==> src/rtl/fetch_sequencer.sv <==
// MIPS IF-stage fetch controller: owns the PC, drives instruction memory, holds one IF/ID slot.
// Optional performance counters are built when FETCH_PERF_EN is defined.
module fetch_sequencer #(
    parameter logic [31:0] RESET_PC  = 32'h0000_0000,
    parameter int unsigned MEM_BYTES = 1024
) (
    input  logic        clk,
    input  logic        rst_n,
    output logic [31:0] imem_addr,
    input  logic [31:0] imem_rdata,
    output logic        if_valid,
    input  logic        if_ready,
    output logic [31:0] if_instr,
    output logic [31:0] if_pc,
    output logic [31:0] if_pc_plus4,
    input  logic        redirect_valid,
    input  logic [31:0] redirect_pc,
    input  logic        halt_req,
    output logic        fault,
    output logic [1:0]  state
`ifdef FETCH_PERF_EN
    ,
    output logic [31:0] perf_fetched,
    output logic [31:0] perf_stall,
    output logic [31:0] perf_flush
`endif
);

    typedef enum logic [1:0] {
        ST_RESET_WAIT = 2'b00,
        ST_RUN        = 2'b01,
        ST_HALTED     = 2'b10,
        ST_FAULT      = 2'b11
    } state_t;

    state_t      cur, nxt;
    logic [31:0] pc, pc_nxt;
    logic        slot_free, pc_bad, want, take, redirect_act;

    assign slot_free    = !if_valid || if_ready;
    assign pc_bad       = (pc >= MEM_BYTES) || (pc[1:0] != 2'b00);
    assign want         = (cur == ST_RUN) && slot_free && !redirect_valid && !halt_req;
    assign take         = want && !pc_bad;
    assign redirect_act = redirect_valid && (cur != ST_FAULT);

    assign imem_addr = pc;
    assign state     = cur;

    always_comb begin
        nxt    = cur;
        pc_nxt = pc;
        if (redirect_act) begin
            // A misaligned target still lands in pc so it is visible for debug.
            pc_nxt = redirect_pc;
            if (redirect_pc[1:0] != 2'b00) begin
                nxt = ST_FAULT;
            end else if (halt_req) begin
                nxt = ST_HALTED;
            end else begin
                nxt = ST_RUN;
            end
        end else begin
            unique case (cur)
                ST_RESET_WAIT: nxt = ST_RUN;
                ST_RUN: begin
                    if (halt_req) begin
                        if (slot_free) begin
                            nxt = ST_HALTED;
                        end
                    end else if (want && pc_bad) begin
                        nxt = ST_FAULT;
                    end else if (take) begin
                        pc_nxt = pc + 32'd4;
                    end
                end
                default: ;
            endcase
        end
    end

    always_ff @(posedge clk or negedge rst_n) begin
        if (!rst_n) begin
            cur   <= ST_RESET_WAIT;
            pc    <= RESET_PC;
            fault <= 1'b0;
        end else begin
            cur   <= nxt;
            pc    <= pc_nxt;
            fault <= fault | (nxt == ST_FAULT);
        end
    end

    // IF/ID slot
    always_ff @(posedge clk or negedge rst_n) begin
        if (!rst_n) begin
            if_valid    <= 1'b0;
            if_instr    <= 32'd0;
            if_pc       <= 32'd0;
            if_pc_plus4 <= 32'd0;
        end else if (take) begin
            if_valid    <= 1'b1;
            if_instr    <= imem_rdata;
            if_pc       <= pc;
            if_pc_plus4 <= pc + 32'd4;
        end else if (redirect_act || if_ready) begin
            if_valid    <= 1'b0;
        end
    end

`ifdef FETCH_PERF_EN
    function automatic logic [31:0] sat_inc(input logic [31:0] v);
        return (v == 32'hFFFF_FFFF) ? v : v + 32'd1;
    endfunction

    always_ff @(posedge clk or negedge rst_n) begin
        if (!rst_n) begin
            perf_fetched <= 32'd0;
            perf_stall   <= 32'd0;
            perf_flush   <= 32'd0;
        end else if (cur != ST_FAULT) begin
            if (take) begin
                perf_fetched <= sat_inc(perf_fetched);
            end
            if (if_valid && !if_ready) begin
                perf_stall <= sat_inc(perf_stall);
            end
            if (redirect_act && if_valid) begin
                perf_flush <= sat_inc(perf_flush);
            end
        end
    end
`endif

endmodule

==> config.mk <==
export PLATFORM = sky130hd
export DESIGN_NAME = fetch_sequencer
export DESIGN_NICKNAME = d
export VERILOG_FILES = /design/src/rtl/fetch_sequencer.sv
export SDC_FILE = /design/constraint.sdc
export NUM_CORES = 1
export LEC_CHECK = 0
export CAP_MARGIN = 20
export CORE_ASPECT_RATIO = 1.1
export CORE_MARGIN = 3
export CORE_UTILIZATION = 40
export CTS_BUF_LIST = sky130_fd_sc_hd__clkbuf_4
export DETAILED_ROUTE_END_ITERATION = 7
export GPL_TIMING_DRIVEN = 0
export PLACE_DENSITY = 0.83
export SYNTH_ARGS = -nofsm -noshare
export SYNTH_HDL_FRONTEND = slang
export SYNTH_SLANG_ARGS = --single-unit
==> constraint.sdc <==
create_clock -name clk -period 2.7 [get_ports clk]
set_input_delay 0.27 -clock clk [delete_from_list [all_inputs] [get_ports clk]]
set_output_delay 0.27 -clock clk [all_outputs]
set_load 0.01 [all_outputs]
== Word level (Yosys, flattened, before mapping) ==
Index checks and enable logic that the tools add are counted.

* Input bits: 69
* Output and inout port bits: 132
* Bits in registers: 132
* Logic and storage cells: 49

* Add/subtract/negate cells: 1
* Reduce and logical (&&, ||, !) cells: 20
* Magnitude comparators: 1
* Eq/ne operators: 5
* Muxes and demuxes: 14
* Bitwise logic cells: 1

{| class="wikitable"
|+ Operators with widths
! cell !! number
|-
| $mux W32 || 5
|-
| $add A32 B3 Y32 const B || 1
|-
| $ge A32 B11 Y1 const B || 1
|-
| $mux W2 || 6
|-
| $reduce_bool A2 Y1 || 5
|-
| $logic_and A1 B1 Y1 || 6
|-
| $logic_not A1 Y1 || 4
|-
| $ne A2 B2 Y1 const B || 2
|-
| $pmux W2 S2 || 1
|-
| $reduce_and A4 Y1 || 1
|-
| $logic_or A1 B1 Y1 || 3
|-
| $eq A2 B1 Y1 const B || 1
|-
| $eq A2 B2 Y1 const B || 1
|-
| $logic_not A2 Y1 || 1
|-
| $mux W1 || 2
|-
| $ne A2 B1 Y1 const B || 1
|-
| $or A1 B1 Y1 || 1
|}

== Logic depth before layout (Yosys ltp) ==
* Depth after elaboration: 12
* Gate-level depth with buffers: 8
* Depth with buffers taken out: 5

== Worst setup path after synthesis ==
OpenSTA, ideal clock, no wires.

* Path kind: register -> register
* From: register pc[10] (netlist: imem_addr[10])
* To: register pc[7] (netlist: imem_addr[7])
* Setup slack: 633 ps
* Arrival time: 1943 ps
* Clock period less this slack: 2067 ps
* Stages on the path, launching flop included: 7
* Data required time: 2576 ps
* Setup time: 124 ps
* Buffers on the path: 1
* Cells stage by stage: dfrtp_1 nor4_2 nand4_1 or4_1 buf_4 o21a_1 o31a_1

* Word-level cells in the longest chain between the ends: 6
* Elaborated cells on any way between the ends: 8
* Those cells by class: order compare: 1; eq/ne: 1; reduce/logical: 6

{| class="wikitable"
|+ RTL lines
! element !! line !! source
|-
| from (decl) || 37 || <nowiki>logic [31:0] pc, pc_nxt;</nowiki>
|-
| from (signal assigned) || 88 || <nowiki>pc <= pc_nxt;</nowiki>
|-
| $ge A32 B11 Y1 * || 41 || <nowiki>assign pc_bad = (pc >= MEM_BYTES) || (pc[1:0] != 2'b00);</nowiki>
|-
| $logic_or A1 B1 Y1 * || 41 ||
|-
| $logic_not A1 Y1 || 43 || <nowiki>assign take = want && !pc_bad;</nowiki>
|-
| $logic_and A1 B1 Y1 || 43 ||
|-
| $reduce_bool A2 Y1 (no line) || n/a ||
|-
| $reduce_and A4 Y1 (no line) * || n/a ||
|}

Every way passes the cells marked *; elsewhere a longest branch is shown, timed or not.
A chain may end at the register's enable or synchronous reset.

== Final worst setup path ==
* From: register pc[21] (netlist: imem_addr[21])
* To: register if_instr[29]

* Word-level cells in the longest chain between the ends: 4

{| class="wikitable"
|+ RTL lines
! element !! line !! source
|-
| $ge A32 B11 Y1 || 41 ||
|-
| $logic_or A1 B1 Y1 || 41 ||
|-
| $logic_not A1 Y1 || 43 ||
|-
| $logic_and A1 B1 Y1 || 43 ||
|-
| to (signal assigned) || 102 || <nowiki>if_instr <= imem_rdata;</nowiki>
|-
| to (decl) || 13 || <nowiki>output logic [31:0] if_instr,</nowiki>
|}

Every way passes these cells.

==> out/summary.json <==
{
  "finish": {
    "antenna_cells": 0,
    "areaGrowthSynthToFinish_pct": 49.9,
    "finish.net_count": 728,
    "layout.cells.non_filler": 824,
    "post_route_cells_drive_above_1_share_pct": 10.7,
    "sequential_cell_area_mm2": 0.00325,
    "final_util_pct": 61.6,
    "filler_cell_count": 1019,
    "multi_input_combinational_cell_area_mm2": 0.00157
  },
  "pwr": {
    "p_leak_nw": 3.45,
    "power_density_mw_per_mm2": 501,
    "internal_power_mw": 2.76,
    "sequentialPowerShare_pct": 56.4,
    "p_total_mw": 3.73,
    "ir_drop_uv": 325,
    "power.clock.fraction_pct": 30.9,
    "total_switching_power_mw": 0.971,
    "switching_share_of_power_pct": 26.0,
    "portion_of_total_power_attributed_to_combinational_logic_pct": 12.8
  },
  "detailed_routing": {
    "drt.antenna.violating_nets": 0,
    "firstDrtPassIters": 4,
    "met3RoutedLength_mm": 1.15,
    "vias": 3987,
    "remaining_drc_errors": 0,
    "initialDrtViolationCount": 187,
    "dr.max_layer_used": "met4",
    "routed-wl-met2_mm": 6.73,
    "routed_via_density": 4.84,
    "routed_wirelength_mm": 13.4,
    "wirelength_met1_mm": 5.41,
    "route.detailed.wl_per_inst_um": 16.3
  },
  "setup_path": {
    "critical_path_class": "reg2reg",
    "crit_fanout": 10,
    "ff2ff_setup_slack_ps": 330,
    "r2r.worst_path.cells": 8,
    "startpoint_type": "flip-flop",
    "crit_required_ps": 3080,
    "reg2reg_from": "imem_addr[21]",
    "crit-reg2reg-capture": "if_instr[29]",
    "endpoint": "if_instr[29]",
    "crit_path_end_kind": "flip-flop",
    "arrival_ps": 2750,
    "worstSetupStartpoint": "imem_addr[21]"
  },
  "synthesis": {
    "synth_compound_area_share_pct": 4.61,
    "largest_cells_by_area_after_synthesis": "sky130_fd_sc_hd__dfrtp_1, sky130_fd_sc_hd__nand2_1, sky130_fd_sc_hd__and2_1",
    "syn_avg_cell_area_um2": 11.4,
    "synthXorXnorAreaFrac_pct": 1.23,
    "synth_seq_cells": 130,
    "yosys-mux-area-fraction_pct": 6.25,
    "area_share_of_fa_ha_maj_cells_after_synthesis_pct": 0.504,
    "dominant_combinational_cell_family_by_area_after_synthesis": "simple AND/OR/NAND/NOR gates",
    "postSynthNetCount": 507,
    "top_cell_type_by_total_area_after_synthesis": "sky130_fd_sc_hd__dfrtp_1",
    "synth_enable_flop_cells": 0,
    "synth_top_flop_cell": "sky130_fd_sc_hd__dfrtp_1",
    "synth_seq_area_share_pct": 65.5,
    "ys_warn_count": 0,
    "post_synth_and_or_nand_nor_area_fraction_pct": 19.1,
    "postSynth.asyncResetShare_pct": 100,
    "synth_cell_types": 39,
    "postSynthCellCount": 436,
    "synth.top_cell.area_share_pct": 65.5,
    "synthesis.area_mm2": 0.00496
  },
  "timing": {
    "setup_viol": 0,
    "finalCriticalPeriod_ps": 2370,
    "report.final.hold_viol_count": 0,
    "worst_pin_slew_ps": 694,
    "slew_headroom_pct": 53.8,
    "timing.final.crit_share_pct": 87.8,
    "fmax_mhz": 422,
    "post-route-worst-setup-slack_ps": 330,
    "slew_violations": 0,
    "fin_tns_setup_ps": 0,
    "finalClockSkew_ps": 14.5,
    "unrepaired_setup_endpoints_after_global_routing": "false"
  },
  "clock_network": {
    "ctsLongestPathBuffers": 2,
    "cts.reportedPaths.clkPinSlew_ps": 110,
    "cts_tree": "built",
    "cts_num_sinks": 130,
    "clock_latency_ps": 490,
    "numCtsBuffers": 17,
    "htree_levels": 4,
    "clock_tree.root_cell": "sky130_fd_sc_hd__clkbuf_4"
  },
  "min_path": {
    "holdCritPathClass": "in2reg",
    "worstHoldPathCells": 3
  },
  "die": {
    "placement_rows": 42,
    "die_x_um": 112,
    "die_height_um": 123,
    "top_level_ports": 201,
    "start_util_pct": 41.1,
    "fp.dieArea_mm2": 0.0138,
    "core_area_mm2": 0.0121
  },
  "place": {
    "place.detailed.instances": 791,
    "preCtsSetupSlack_ps": -14.9,
    "hpwl_mm": 10.0,
    "routabilityCongestion": 0.892,
    "io_buffers": 200
  },
  "global_routing": {
    "grt_usage_pct": 19.9,
    "grt_antenna_before_repair": 0,
    "first_global_vias": 4187,
    "grt_pass1_wl_mm": 21.7,
    "overflow": 0,
    "grt_start_max_net_pins": 69
  },
  "job": {
    "max_cap_violations": 0
  },
  "outcome": {
    "run_status": "completed"
  }
}
-- worst min path at each step --
stage	startpoint	to
after global placement	if_instr[26]	if_instr[26]
after detailed placement	rst_n	if_instr[16]
after global routing	imem_rdata[22]	if_instr[22]
after CTS	imem_rdata[22]	if_instr[22]
after floorplan	rst_n	fault
final	imem_rdata[24]	if_instr[24]
-- per-stage QoR --
stage / hold WS (ps) / area [µm²]
global placement: 448 / 7160
detailed placement: 295 / 7190
global route: 248 / 7440
finish: 305 / 7440
floorplan: -25.6 / 4960
CTS: 265 / 7440
-- power groups by stage --
stage | clock network [mW] | logic, mW | registers, mW
3_3_place_gp | 0 | 0.470 | 2.14
3_5_place_dp | 0 | 0.482 | 2.14
6_report | 1.15 | 0.477 | 2.10
4_1_cts | 1.20 | 0.486 | 2.11
5_1_grt | 1.30 | 0.519 | 2.12
2_1_floorplan | 0 | 0.118 | 2.16
-- per-layer routing --
layer	up-vias	GRT usage, %
li1	1865	-
met1	1953	24.5
met2	160	33.3
met3	9	7.69
met4	0	4.96
met5	-	0
-- cell families after synthesis --
logic type                 count (synthesis)
buffers and inverters                     29
AOI/OAI and AO/OA                         34
adders and majority gates                  2
muxes                                     28
and+or+nand+nor                          206
xor gates and xnor gates                   7
DFF                                      130
-- synth_stat cells (all sizes together) (2+ instances only) --
library cell	instances
a21o	5
a21oi	6
and2	45
and3	3
buf	14
clkbuf	11
dfrtp	130
ha	2
inv	4
mux2	24
mux2i	4
nand2	127
nand2b	3
nand3	4
nor2	10
nor3	3
nor4	7
o21a	2
o21ai	11
or4	2
xnor2	5
xor2	2
-- state kept, by name (all words and copies together), names as in the netlist --
name	count
imem_addr	32
state	2
if_pc_plus4	30
if_instr	32
fault	1
if_pc	32
if_valid	1
-- critical path: stages (launching register included) --
cell	delay (ps)
sky130_fd_sc_hd__dfrtp_1	410
sky130_fd_sc_hd__nor4_1	370
sky130_fd_sc_hd__nand4_1	230
sky130_fd_sc_hd__or4_1	540
sky130_fd_sc_hd__buf_4	200
sky130_fd_sc_hd__buf_6	150
sky130_fd_sc_hd__buf_2	190
sky130_fd_sc_hd__nand2_1	90
sky130_fd_sc_hd__nand2_1	50
-- repair_timing --
action	CTS	global route
endpoints found under the setup margin	0	0
resized for setup	0	0
hold buffers	1	0
buffers inserted	0	0
endpoints found under the hold margin	62	0
-- final cells by class --
type | instances | area share (%)
plain buffers | 25 | 1.68
clock buffers | 17 | 1.71
clock inverters | 15 | 1.60
inverters | 4 | 0.202
multi-input cells | 277 | 21.1
flip-flops and latches | 130 | 43.7
well taps | 154 | 2.59
repair buffers | 202 | 27.4
-- cells in the final DEF (no fill, tap or decap), types with 3 or more instances in the layout --
master,count
sky130_fd_sc_hd__nand2b_1,3
sky130_fd_sc_hd__and2_1,45
sky130_fd_sc_hd__nand3_1,4
sky130_fd_sc_hd__xnor2_1,5
sky130_fd_sc_hd__nor3_1,3
sky130_fd_sc_hd__buf_2,10
sky130_fd_sc_hd__o21ai_0,8
sky130_fd_sc_hd__clkbuf_1,11
sky130_fd_sc_hd__mux2_2,24
sky130_fd_sc_hd__dfrtp_1,130
sky130_fd_sc_hd__nor4_1,6
sky130_fd_sc_hd__a21o_1,5
sky130_fd_sc_hd__nand2_1,127
sky130_fd_sc_hd__clkinvlp_4,4
sky130_fd_sc_hd__a21oi_1,6
sky130_fd_sc_hd__clkinv_2,5
sky130_fd_sc_hd__inv_1,4
sky130_fd_sc_hd__clkdlybuf4s50_1,199
sky130_fd_sc_hd__mux2i_1,4
sky130_fd_sc_hd__nor2_1,10
sky130_fd_sc_hd__and3_1,3
sky130_fd_sc_hd__clkbuf_4,17
sky130_fd_sc_hd__buf_4,3
Note: power is estimated with default switching activity, not from simulation.
